## config.mk

```make
export PLATFORM = sky130hd
export DESIGN_NAME = stopwatch_bcd
export DESIGN_NICKNAME = d
export VERILOG_FILES = /design/src/rtl/stopwatch_pkg.sv /design/src/rtl/bcd_digit_counter.sv /design/src/rtl/stopwatch_bcd.sv
export SDC_FILE = /design/constraint.sdc
export NUM_CORES = 1
export LEC_CHECK = 0
export ABC_AREA = 1
export CAP_MARGIN = 0
export CORE_AREA = 2 2 101 83
export DETAILED_ROUTE_END_ITERATION = 8
export DIE_AREA = 0 0 103 85
export PLACE_DENSITY = 0.7
export REMOVE_ABC_BUFFERS = 1
export SLEW_MARGIN = 15
export SYNTH_ARGS = -nofsm -noshare
export SYNTH_HDL_FRONTEND = slang
export SYNTH_SLANG_ARGS = --single-unit
```

## constraint.sdc

```tcl
create_clock -name clock -period 2 [get_ports clock]
set_input_delay 0.5 -clock clock [delete_from_list [all_inputs] [get_ports clock]]
set_output_delay 0.5 -clock clock [all_outputs]
set_load 0.05 [all_outputs]
```

## src/rtl/stopwatch_pkg.sv

```systemverilog
// Shared types and constants for the BCD stopwatch: FSM states, digit moduli
// and a single-digit BCD step function.
package stopwatch_pkg;

    typedef enum logic [1:0] {
        IDLE  = 2'd0,
        RUN   = 2'd1,
        PAUSE = 2'd2
    } state_t;

    localparam int unsigned DIGIT_W    = 4;
    localparam int unsigned NUM_DIGITS = 8;

    localparam int unsigned MOD_C1  = 10;
    localparam int unsigned MOD_C10 = 10;
    localparam int unsigned MOD_S1  = 10;
    localparam int unsigned MOD_S10 = 6;
    localparam int unsigned MOD_M1  = 10;
    localparam int unsigned MOD_M10 = 6;

    // Value a digit takes after this edge given its enable and modulus.
    function automatic logic [3:0] bcd_step(input logic [3:0] d, input logic en,
                                            input int unsigned modulus);
        if (!en) begin
            return d;
        end
        if (d == 4'(modulus - 1)) begin
            return 4'd0;
        end
        return d + 4'd1;
    endfunction

endpackage

```

## src/rtl/bcd_digit_counter.sv

```systemverilog
// One BCD digit counting 0..MODULUS-1; carry is asserted combinationally
// on the enabled cycle in which the digit wraps.
module bcd_digit_counter
    import stopwatch_pkg::*;
#(
    parameter int unsigned MODULUS = 10
) (
    input  logic       clock,
    input  logic       reset,
    input  logic       clr,
    input  logic       en,
    output logic [3:0] digit,
    output logic       carry
);

    logic [3:0] r_digit;

    always_ff @(posedge clock) begin
        if (reset || clr) begin
            r_digit <= '0;
        end else begin
            r_digit <= bcd_step(r_digit, en, MODULUS);
        end
    end

    assign digit = r_digit;
    assign carry = en & (r_digit == 4'(MODULUS - 1));

endmodule

```

## src/rtl/stopwatch_bcd.sv

```systemverilog
// Hundredths-resolution BCD stopwatch with start/stop, clear, lap freeze and
// a sticky overflow flag; all eight digits update on the same edge.
module stopwatch_bcd
    import stopwatch_pkg::*;
#(
    parameter int unsigned HOUR_MODULUS = 100
) (
    input  logic        clock,
    input  logic        reset,
    input  logic        time_tick,
    input  logic        start_stop,
    input  logic        clear,
    input  logic        lap,
    output logic [31:0] digits,
    output logic        running,
    output logic        frozen,
    output logic        overflow
);

    localparam logic [3:0] H_MAX_T = 4'((HOUR_MODULUS - 1) / 10);
    localparam logic [3:0] H_MAX_O = 4'((HOUR_MODULUS - 1) % 10);

    state_t      r_state;
    state_t      w_state_next;
    logic        r_running;
    logic        r_ss_q;
    logic        r_clr_q;
    logic        r_lap_q;
    logic        r_rst_q;
    logic        r_frozen;
    logic        r_overflow;
    logic [31:0] r_lap;
    logic [3:0]  r_h10;
    logic [3:0]  r_h1;
    logic [3:0]  w_h10_next;
    logic [3:0]  w_h1_next;

    logic w_ss_edge, w_clr_edge, w_lap_edge;
    logic w_clr_act, w_ss_act, w_lap_act;
    logic w_en_c1, w_h_en, w_h_at_max, w_wrap;
    logic w_cy_c1, w_cy_c10, w_cy_s1, w_cy_s10, w_cy_m1, w_cy_m10;
    logic [3:0] w_c1, w_c10, w_s1, w_s10, w_m1, w_m10;
    logic [31:0] w_count;
    logic [31:0] w_count_next;

    // Edge detectors; r_rst_q masks the first cycle after reset so a button
    // held through reset release is not seen as a press.
    always_ff @(posedge clock) begin
        if (reset) begin
            r_ss_q  <= 1'b0;
            r_clr_q <= 1'b0;
            r_lap_q <= 1'b0;
            r_rst_q <= 1'b1;
        end else begin
            r_ss_q  <= start_stop;
            r_clr_q <= clear;
            r_lap_q <= lap;
            r_rst_q <= 1'b0;
        end
    end

    assign w_ss_edge  = start_stop & ~r_ss_q  & ~r_rst_q;
    assign w_clr_edge = clear      & ~r_clr_q & ~r_rst_q;
    assign w_lap_edge = lap        & ~r_lap_q & ~r_rst_q;

    // Priority clear > start_stop > lap; a clear in RUN does not count as a winner.
    assign w_clr_act = w_clr_edge & (r_state != RUN);
    assign w_ss_act  = w_ss_edge & ~w_clr_act;
    assign w_lap_act = w_lap_edge & ~w_clr_act & ~w_ss_edge & (r_state != IDLE);

    always_ff @(posedge clock) begin
        if (reset) begin
            r_state   <= IDLE;
            r_running <= 1'b0;
        end else begin
            r_state   <= w_state_next;
            r_running <= (w_state_next == RUN);
        end
    end

    always_comb begin
        w_state_next = r_state;
        if (w_clr_act) begin
            w_state_next = IDLE;
        end else if (w_ss_act) begin
            case (r_state)
                IDLE:    w_state_next = RUN;
                RUN:     w_state_next = PAUSE;
                PAUSE:   w_state_next = RUN;
                default: w_state_next = IDLE;
            endcase
        end
    end

    // Counting uses the pre-transition state.
    assign w_en_c1 = time_tick & (r_state == RUN);

    bcd_digit_counter #(.MODULUS(MOD_C1)) u_c1 (
        .clock(clock), .reset(reset), .clr(w_clr_act), .en(w_en_c1),
        .digit(w_c1), .carry(w_cy_c1));
    bcd_digit_counter #(.MODULUS(MOD_C10)) u_c10 (
        .clock(clock), .reset(reset), .clr(w_clr_act), .en(w_cy_c1),
        .digit(w_c10), .carry(w_cy_c10));
    bcd_digit_counter #(.MODULUS(MOD_S1)) u_s1 (
        .clock(clock), .reset(reset), .clr(w_clr_act), .en(w_cy_c10),
        .digit(w_s1), .carry(w_cy_s1));
    bcd_digit_counter #(.MODULUS(MOD_S10)) u_s10 (
        .clock(clock), .reset(reset), .clr(w_clr_act), .en(w_cy_s1),
        .digit(w_s10), .carry(w_cy_s10));
    bcd_digit_counter #(.MODULUS(MOD_M1)) u_m1 (
        .clock(clock), .reset(reset), .clr(w_clr_act), .en(w_cy_s10),
        .digit(w_m1), .carry(w_cy_m1));
    bcd_digit_counter #(.MODULUS(MOD_M10)) u_m10 (
        .clock(clock), .reset(reset), .clr(w_clr_act), .en(w_cy_m1),
        .digit(w_m10), .carry(w_cy_m10));

    // Two-digit hour stage wrapping at HOUR_MODULUS-1.
    assign w_h_en     = w_cy_m10;
    assign w_h_at_max = (r_h10 == H_MAX_T) && (r_h1 == H_MAX_O);
    assign w_wrap     = w_h_en & w_h_at_max;

    always_comb begin
        w_h10_next = r_h10;
        w_h1_next  = r_h1;
        if (w_h_en) begin
            if (w_h_at_max) begin
                w_h10_next = 4'd0;
                w_h1_next  = 4'd0;
            end else if (r_h1 == 4'd9) begin
                w_h10_next = r_h10 + 4'd1;
                w_h1_next  = 4'd0;
            end else begin
                w_h1_next  = r_h1 + 4'd1;
            end
        end
    end

    always_ff @(posedge clock) begin
        if (reset || w_clr_act) begin
            r_h10 <= '0;
            r_h1  <= '0;
        end else begin
            r_h10 <= w_h10_next;
            r_h1  <= w_h1_next;
        end
    end

    assign w_count = {r_h10, r_h1, w_m10, w_m1, w_s10, w_s1, w_c10, w_c1};
    assign w_count_next = {w_h10_next, w_h1_next,
                           bcd_step(w_m10, w_cy_m1,  MOD_M10),
                           bcd_step(w_m1,  w_cy_s10, MOD_M1),
                           bcd_step(w_s10, w_cy_s1,  MOD_S10),
                           bcd_step(w_s1,  w_cy_c10, MOD_S1),
                           bcd_step(w_c10, w_cy_c1,  MOD_C10),
                           bcd_step(w_c1,  w_en_c1,  MOD_C1)};

    // Lap capture takes the post-increment value so a same-cycle tick is included.
    always_ff @(posedge clock) begin
        if (reset) begin
            r_frozen   <= 1'b0;
            r_overflow <= 1'b0;
            r_lap      <= '0;
        end else if (w_clr_act) begin
            r_frozen   <= 1'b0;
            r_overflow <= 1'b0;
        end else begin
            if (w_wrap) begin
                r_overflow <= 1'b1;
            end
            if (w_lap_act) begin
                if (!r_frozen) begin
                    r_lap    <= w_count_next;
                    r_frozen <= 1'b1;
                end else begin
                    r_frozen <= 1'b0;
                end
            end
        end
    end

    assign digits   = r_frozen ? r_lap : w_count;
    assign running  = r_running;
    assign frozen   = r_frozen;
    assign overflow = r_overflow;

endmodule

```

After elaboration in Yosys (flattened, before gate mapping)
Cells that the tools add are included.

word-level totals
  bits in registers = 73

operators by class
  $add $sub $neg = 8
  equality and inequality tests = 12
  multiplexer cells = 84
  bitwise logic cells = 26
  reduce and logical (&&, ||, !) cells = 7

operator list
  cell                                                    count
  two-way mux 4 bit                                       42
  two-way mux 1 bit                                       38
  adder 4 x 1 -> 4 bit (second input constant)            8
  two-way mux 32 bit                                      1
  equality test 4 bit (second input constant)             6
  bitwise AND 1 bit                                       19
  equality test 4 x 3 -> 1 bit (second input constant)    2
  NOT 1 bit                                               7
  equality test 2 x 1 -> 1 bit (second input constant)    2
  two-way mux 2 bit                                       2
  one-hot mux 2 bit (2 select lines)                      1
  OR reduction 2 bit                                      2
  AND reduction 3 bit                                     1
  equality test 2 bit (second input constant)             1
  logical NOT 2 bit                                       1
  inequality test 2 x 1 -> 1 bit (second input constant)  1
  nonzero test 2 bit                                      1
  logical AND 1 bit                                       1
  logical OR 1 bit                                        1

Longest topological paths before layout
  word-level depth = 13
  gate-level depth with buffers = 12

Modules after synthesis
From an unflattened synthesis, not the netlist that was laid out.

second synthesis, totals
  cells, all modules = 629
  area, all modules = 3,947.5 µm²

modules (own cells, without submodules)
  module                         instances  cells each  area each (µm²)
  stopwatch_bcd                  1          465         2,824.0
  bcd_digit_counter (u_c1 ...)   4          27          185.2
  bcd_digit_counter (u_m10 ...)  2          28          191.4

Least setup slack after synthesis
Ideal clock, no wire load.

  kind = reg-to-output
  start = register r_frozen, in the netlist frozen
  end = output port digits[23]
  arrival time = 2.064 ns
  data required time = 1.500 ns
  slack = -0.564 ns
  stages on the path, launching flop included = 4
  buffers on the path = 2
  cells stage by stage = dfxtp_1 -> clkbuf_1 -> clkbuf_1 -> o21ai_0

between the ends
  longest elaborated chain between the ends = 1

ends and longest elaborated chain
  what                    RTL line              text
  start, declared         stopwatch_bcd.sv:30   logic r_frozen;
  start signal, assigned  stopwatch_bcd.sv:160  r_frozen <= 1'b0;
  start signal, assigned  stopwatch_bcd.sv:164  r_frozen <= 1'b0;
  start signal, assigned  stopwatch_bcd.sv:173  r_frozen <= 1'b1;
  two-way mux 32 bit      stopwatch_bcd.sv:181  assign digits = r_frozen ? r_lap : w_count;
  end, declared           stopwatch_bcd.sv:14   output logic [31:0] digits,

Every way passes these cells.

Worst setup path in the final report
  start = register r_frozen, in the netlist frozen
  end = output port digits[4]

Same word-level chain as after synthesis.

==> results.toml <==
[sta]
drv_slew = 0
relSlewSlack = 0.667
worst_clock_skew_ns = 0.00526
period_minus_slack_ns = 1.96
setup_violations = 0
hold_viol_final = 0
fin_crit_sh = 0.981
rsz0062_at_grt = "yes"
worst_pin_slew_ns = 0.499
fmax_ghz = 0.510

[worst_setup_path]
cp.arrival_ns = 1.46
endpoint_kind = "output port"
crit_end = "digits[4]"
worstPathRequired_ns = 1.50
worstSetupPathType = "reg -> out"
ff2ff_setup_slack_ns = 0.22
r2r-start = "r_h1[0]"
rr_endpoint = "r_lap[30]"
reg2reg_depth = 10
crit_fanout = 26
cp-start-kind = "register"
crit_start = "frozen"

[placement]
hpwl_um = 6040
port_buffers = 40
place_congestion = 0.821
placed_area_um2 = 4750

[layout]
final_common_cell = "nand2_1"
drive_gt1_frac = 0.182
diodes = 0
fin_nets = 592
syn2layout_area_growth_pct = 32.3
final_cell_mix = "nand2_1 (108), inv_1 (75), dfxtp_1 (72), o21ai_0 (45), nor2_1 (42)"
post-route-cell-area_um2 = 4930
fin_util = 0.635

[logic_synthesis]
syn_inst = 525
netlist_area_um2 = 3730
yosysSeqAreaShare = 0.392
netlist.area_leader.share = 0.392
async_reset_ff_frac = 0
synth_largest_area_cell = "dfxtp_1"
ys_warn_count = 0
avgSynthCellArea_um2 = 7.10
synth-edff-count = 0
ys_types = 33
synth_area_leaders = "dfxtp_1 (39%), nand2_1 (11%), inv_1 (7.6%)"
ys_ff_latch = 73
ys.flop_type = "dfxtp_1"

[floorplanning]
fp.dieW_um = 103
die_area_um2 = 8760
ioPinCount = 41
start_util = 0.480
num_rows = 29
die_h_um = 85
core-area_um2 = 7760

[drt]
avgRoutedWirePerCell_um = 12.0
post-route-drc-count = 0
routed_wl_um = 8280
vias = 3413
dr.pass1.iters = 4
drtIter0Drc = 227
ant_nets = 0
vias_per_cell = 4.93

[global_routing]
grt_pass1_wl_um = 14800
antenna_found_initial = 0
met2_usage = 0.335
top_usage_layer = "met2"
grt_util_met3 = 0.0494
track_usage = 0.211
use_met1 = 0.283
grt_pass1_vias = 3346
gr-total-overflow = 0
grt_max_degree = 32

[pwr]
vdd_drop_max_mv = 0.425
seqPwrFrac = 0.558
power_density_nw_per_um2 = 541
clock_power_share = 0.385
switchingPower_w = 0.000597
p_leak_nw = 1.98
p_int_w = 0.00207
switching_share = 0.224
combPwrFrac = 0.057

[clock_tree]
postCtsSetupRepairBufs = 0
cts_tree = "done"
clock_path_buffers = 2
cts_sinks = 73
clkTransAtPathRegs_ns = 0.07
worstSkewPairLatency_ns = 0.34
cts_inserted_buffers = 9
root_buffer = "clkbuf_8"
cts.htree.levels = 3

[run]
maxCapViolCount = 0

[min_path]
hp-class = "reg -> reg"

[status]
outcome = "finished clean"
power by group through the flow:
stage / registers [W] / clock network, W / logic, W
CTS: 0.00149 / 0.00106 / 0.000153
detailed placement: 0.00152 / 0 / 0.000153
global placement: 0.00152 / 0 / 0.000150
finish: 0.00149 / 0.00103 / 0.000153
global route: 0.00149 / 0.00111 / 0.000169
floorplan: 0.00153 / 0 / 0.0000728
state kept, by name (all words and copies together), names as in the netlist, 2 cells and up:
register,count
r_h1,4
r_h10,4
u_c1.digit,4
u_m1.digit,4
u_m10.digit,4
r_state,2
u_s10.digit,4
u_c10.digit,4
r_lap,32
u_s1.digit,4
Yosys cell counts (2+ instances only):
cell      count
inv_2         7
nor3_2        2
buf_2         5
o21ai_1       3
nand2_2       4
clkbuf_1     13
nand4_4       2
nand2_1     108
o21a_1       19
xor2_1       10
nor2_1       42
nor2_4        6
a21oi_1      35
buf_4         2
nor2_2        2
inv_1        75
ha_1          4
nand3_2       6
o21ai_0      52
nand3_4       2
o211ai_1      2
dfxtp_1      73
nor3_1        2
nand3_1      40
routing by layer:
layer  up-vias  part of all wire
li1       1790                 -
met1      1549              0.47
met2        62              0.47
met3        12             0.041
met4         0             0.014
met5         -                 0
repair_timing:
item	4_1_cts	5_1_grt
resized for setup	3	8
hold buffers	0	0
endpoints found under the hold margin	0	0
endpoints found under the setup margin	18	16
cloned	0	0
layout make-up:
class / count / area, µm²
clock buffer: 13 / 169
fill: 687 / 2830
inverter: 82 / 308
multi-input combinational: 349 / 1850
sequential: 73 / 1470
tap: 108 / 135
timing repair buffer: 67 / 1010
worst max-delay path, stage by stage (launching register included):
cell and delay, ns:
dfxtp_4 0.41, buf_12 0.18, o21ai_0 0.35, buf_12 0.19
cell families after synthesis:
group                      synth area share
and+or+nand+nor                       0.287
AOI/OAI and AO/OA                     0.169
buffers and inverters                 0.112
DFF                                   0.392
xor gates and xnor gates             0.0259
adders and majority gates            0.0134
per-stage QoR:
step	std cells	setup WS, ns	hold WS [ns]	setup TNS, ns	total power, W
final	692	0.0380	0.457	0	0.00267
after global routing	692	-0.00225	0.472	-0.00225	0.00277
after CTS	692	0.000637	0.466	0	0.00270
after detailed placement	679	-0.138	0.456	-1.37	0.00168
after global placement	679	-0.0667	0.446	-0.757	0.00167
after floorplan	504	-1.06	0.435	-51.00	0.00160
worst min path at each step:
stage                        start  depth (start not counted)  slack, ns        to
after global routing      overflow                          2       0.47  overflow
after global placement    r_lap[4]                          2       0.45  r_lap[4]
after detailed placement  overflow                          2       0.46  overflow
final                     overflow                          2       0.46  overflow
after CTS                 overflow                          2       0.47  overflow
after floorplan           r_lap[4]                          2       0.44  r_lap[4]
No activity file was read; power rests on OpenSTA's default activity.
==> patch 1 (same flow settings) <==
Encoding of `state_t`: now one-hot (3 bits for 3 states).
--- a/src/rtl/stopwatch_pkg.sv
+++ b/src/rtl/stopwatch_pkg.sv
@@ -2,10 +2,10 @@
 // and a single-digit BCD step function.
 package stopwatch_pkg;
 
-    typedef enum logic [1:0] {
-        IDLE  = 2'd0,
-        RUN   = 2'd1,
-        PAUSE = 2'd2
+    typedef enum logic [2:0] {
+        IDLE  = 3'b001,
+        RUN   = 3'b010,
+        PAUSE = 3'b100
     } state_t;
 
     localparam int unsigned DIGIT_W    = 4;
Formal check against the unedited RTL: no difference found for any inputs over 10 cycles, from zero or initial values and one cycle with reset high; not proved beyond that.
==> patch 1 against the unedited design <==
  * Clock skew up 0.0025 ns
  * Power up 19%
  * Worst setup slack worse by 0.017 ns
  * Critical endpoint is now digits[18]
  * Worst hold slack better by 0.018 ns
  * Cell area up 1.1%
  * Critical path type unchanged
  * Largest cell class unchanged
  * Area after synthesis down 0.40%
  * Sequential cell count up 1
  * Combinational power up 24%
  * Routed wire length up 11%
==> patch 1: results (changes against the unedited design) <==
Parameter                              Value

Route
  Met2 wire len    4300 um (+10%)
  Drt via density    5.07 (+2.8%)
  Length of the first detailed-routing pass in iterations    7 (+3)
  Met3 WL post-DR    486 um (+42%)
  Routed WL    9170 um (+11%)
  Met1 Wirelength    4230 um (+8.1%)

Yosys
  Instance count of the mapped netlist    544 (+3.6%)
  Xor and xnor fraction of the mapped netlist area    3.07% (+0.48 points)
  Synth cell types    34 (+3.0%)
  Cell types with the highest counts after synthesis    101 x nand2_1, 78 x inv_1, 77 x nor2_1, 74 x dfxtp_1, 49 x o21ai_0

STA
  Transition time at the pin with the least slew margin    0.501 ns (+0.00159 ns)
  Clk_skew    0.00773 ns (+0.00247 ns)

Placement
  Placed Instance Area    4700 um2 (-1.1%)
  Placed wire-length estimate after detailed placement    6140 um (+1.6%)
  DP Worst Slack    -0.164 ns (-0.0262 ns)
  Placed cells    693 (+2.1%)

Clock tree
  Insertion delay to the later sink of the worst-skew pair    0.36 ns (+0.02 ns)

Setup path
  Arrival time worst endpoint    1.48 ns (+0.02 ns)
  Critical path fanouts, max    19 (-27%)

GRT
  Global-route total usage across every layer    21.8% (+0.71 points)
  Number of global-route vias before repair    3435 (+2.7%)

Pwr
  Leak    2.06 nW (+3.9%)
  Worst vdd rail ir drop    0.511 mV (+20%)

Final layout
  Nets@finish    607 (+2.5%)
  Fraction of final layout cells sized beyond drive strength 1    15.6% (-2.5 points)

Run status
  Status    completed
[patch 1: cell types whose count changed after synthesis, sizes merged, moves of 2 or more]
cell    unedited run  this run
xor2              10        12
inv               82        85
o21a              19         1
o211ai             2         4
nor2              50        84
nand3             48        40
nand2            112       102
nand4              3        15
[patch 1: kinds of logic (layout without fill, tap and decap cells)]
group                    count (synthesis)  after routing
AND/OR/NAND/NOR                        248            248
AO/OA/AOI/OAI                           99             99
XOR/XNOR                                13             13
flip-flops                              74             74
adder cells (fa/ha/maj)                  4              4
buffers and inverters                  106            164
[patch 1: timing repair]
action / in CTS / in global routing
hold buffers: 0 / 0
gates resized for setup: 14 / 12
cloned: 0 / 1
endpoints found under the setup margin: 20 / 20
[patch 1: worst min-delay path, cell delays in order, from the launching register on]
cell and delay (ns):
dfxtp_1 0.32, nand2_1 0.06, a21oi_1 0.05
[patch 1: cell type report]
cell class                      count  area, um2
Fill cell                         692       2780
Multi-Input combinational cell    364       1820
Sequential cell                    74       1490
Timing Repair Buffer               63        978
Inverter                           85        319
Clock buffer                       12        155
Tap cell                          108        135
Clock inverter                      4       97.6
[patch 1: report_power, final]
group	internal, mW	switching [mW]
logic	0.0770	0.113
clock network	0.898	0.555
registers	1.50	0.0197
[patch 1: path summary, 6_finish.rpt]
kind / startpoint / end / slack, ns / depth (start not counted)
setup reg to reg: r_h1[0] / r_lap[28] / 0.25 / 9
hold / removal: r_lap[7] / r_lap[7] / 0.47 / 2
hold reg to reg: r_lap[7] / r_lap[7] / 0.47 / 2
setup / recovery: frozen / digits[18] / 0.02 / 3
==> patch 2 (same settings) <==
Without the edit above. Set the parameter `HOUR_MODULUS` to 50 (it was 100).
--- a/src/rtl/stopwatch_bcd.sv
+++ b/src/rtl/stopwatch_bcd.sv
@@ -3,7 +3,7 @@
 module stopwatch_bcd
     import stopwatch_pkg::*;
 #(
-    parameter int unsigned HOUR_MODULUS = 100
+    parameter int unsigned HOUR_MODULUS = 50
 ) (
     input  logic        clock,
     input  logic        reset,
Function: same outputs for any inputs over 4 cycles, from zero or initial values and one cycle with reset high; that may be too few to reach the edited logic, so the function may still have changed.
==> patch 2 against the unedited design <==
  * Sequential cell count did not move
  * Cell area increased by 0.91%
  * Area after synthesis is 0.34% lower
  * Power is 10% higher
  * Worst setup slack better by 0.017 ns
  * Final cell count fell by 0.29%
  * Synthesized cell count shrank 0.76%
  * Via count fell by 0.85%
  * Routed wire length is 0.59% lower
  * Critical path depth fell by 2
  * Largest cell class unchanged
  * Highest routed layer unchanged
==> patch 2: results (changes against the unedited design) <==
Parameter                              Value

Run status
  Status    completed

Yosys
  Most common cell in the netlist    nand2_1
  Yosys warns    0 (unchanged)
  Most used DFF post-synth    dfxtp_1
  Instance count of the mapped netlist    521 (-0.76%)
  Register area share after synthesis    39.4% (+0.13 points)
  Cell types with the highest counts after synthesis    108 x nand2_1, 73 x dfxtp_1, 69 x inv_1, 51 x o21ai_0
  Synth cell types    34 (+3.0%)
  Top cells by area in the synthesized netlist    dfxtp_1 39%, nand2_1 11%, inv_1 7.0%, o21ai_0 6.9%, nand3_1 5.4%
  Asr flop ratio synth    0% (unchanged)

Final layout
  Ant. Diodes    0 (unchanged)
  Nets@finish    587 (-0.84%)
  Fraction of final layout cells sized beyond drive strength 1    19.6% (+1.4 points)
  Largest register FFs    32 (unchanged)
  Register containing the most flip-flops in the final layout    r_lap
  Filler Cells Inserted    674 (-1.9%)

GRT
  Initial antenna violation count    0 (unchanged)
  Wire length of the first global-routing pass    14200 um (-4.1%)
  Global-route total usage across every layer    20.3% (-0.78 points)
  Pin count of the biggest net entering global routing    33 (+3.1%)
  Number of global-route vias before repair    3219 (-3.8%)

Clock tree
  Longest Clk Path Bufs    2 (unchanged)
  # H-tree levels    3 (unchanged)
  Clock slew at reported path FFs    0.08 ns
  Buffer type at the clock tree root    clkbuf_8
  Insertion delay to the later sink of the worst-skew pair    0.35 ns
  TritonCTS buffer count    9 (unchanged)

Route
  Length of the first detailed-routing pass in iterations    5 (+1)
  Average wire per standard cell    11.9 um (-0.30%)
  Drt via density    4.90 (-0.56%)
  Routed WL    8230 um (-0.59%)
  Initial DRC Count    149 (-34%)

Setup path
  Peak per-stage delay on the critical path    0.79 ns (+0.38 ns)
  Launch point of the critical path    running
  Critical path fanouts, max    1 (-96%)
  R2R cell count    10 (unchanged)
  Kind of cell with the highest combined delay on the critical path    buffers and inverters
  Flop-to-flop setup slack    0.32 ns (+0.10 ns)
  Slowest cell on the critical path    clkdlybuf4s50_1
  Endpoint of the worst register-to-register path    r_lap[15]
  CP endpoint    running
  Critical R2R Launch    u_c1.digit[1]
  Arrival time worst endpoint    1.45 ns

Placement
  Placed wire-length estimate after detailed placement    5890 um (-2.4%)
  Placed cells    673 (-0.88%)
  Global placement routability congestion    0.857 (+4.3%)
  Port Buffer Count    40 (unchanged)

Hold path
  HP Class    reg -> reg
  Origin of the worst min-delay path    overflow

STA
  Transition time at the pin with the least slew margin    0.490 ns (-0.00912 ns)
  Clk_skew    0.00661 ns (+0.00135 ns)

Pwr
  Worst vdd rail ir drop    0.404 mV (-4.9%)
  Leak    2.00 nW (+0.92%)
## patch 2: report_power, final
part           internal (mW)  total (mW)  leakage, nW  switching (mW)
Sequential              1.47        1.48        0.591          0.0100
Combinational         0.0589       0.138         1.30          0.0791
Clock                  0.766        1.32        0.115           0.557
## patch 2: metal layers
layer,wire length (um),track usage [%],vias up
met5,0,0,-
met4,138,7.66,0
met3,395,4.70,11
met2,3780,32.7,72
met1,3910,26.5,1524
li1,-,-,1777
## patch 2: worst min-delay path by stage
| stage | slack, ns | end | depth (start not counted) |
|---|---|---|---|
| floorplan | 0.46 | u_m10.digit[3] | 2 |
| global placement | 0.44 | overflow | 2 |
| detailed placement | 0.45 | overflow | 2 |
| CTS | 0.46 | overflow | 2 |
| global route | 0.48 | overflow | 2 |
| finish | 0.46 | overflow | 2 |
## patch 2: stage by stage
stage | cell area (um2) | setup slack, ns | util (%)
floorplan | 3610 | -1.06 | -
detailed placement | 4730 | -0.132 | 61.0
finish | 4980 | 0.0545 | 64.1
global route | 4980 | -0.00444 | 64.1
global placement | 4730 | -0.0580 | 61.0
CTS | 4970 | 0.00303 | 64.0
## patch 2: area by class of cell
| class | count | area share, % |
|---|---|---|
| Clock buffer | 11 | 3.04 |
| Clock inverter | 5 | 1.56 |
| Inverter | 79 | 5.96 |
| Multi-Input combinational cell | 347 | 37.2 |
| Sequential cell | 73 | 29.4 |
| Tap cell | 108 | 2.72 |
| Timing Repair Buffer | 67 | 20.0 |
## patch 2: logic make-up (layout without fill, tap and decap cells)
group,after synthesis,count (layout),synth area share (%)
DFF,73,73,39.4
AOI/OAI and AO/OA,112,112,16.7
and+or+nand+nor,218,218,28.8
xor gates and xnor gates,13,13,3.07
buffers and inverters,101,162,10.7
adders and majority gates,4,4,1.35
## patch 2: repair_timing
| item | 4_1_cts | 5_1_grt |
|---|---|---|
| setup buffers | 1 | 0 |
| setup endpoints to repair | 24 | 18 |
| hold endpoints to repair | 0 | 0 |
| resized for setup | 10 | 18 |
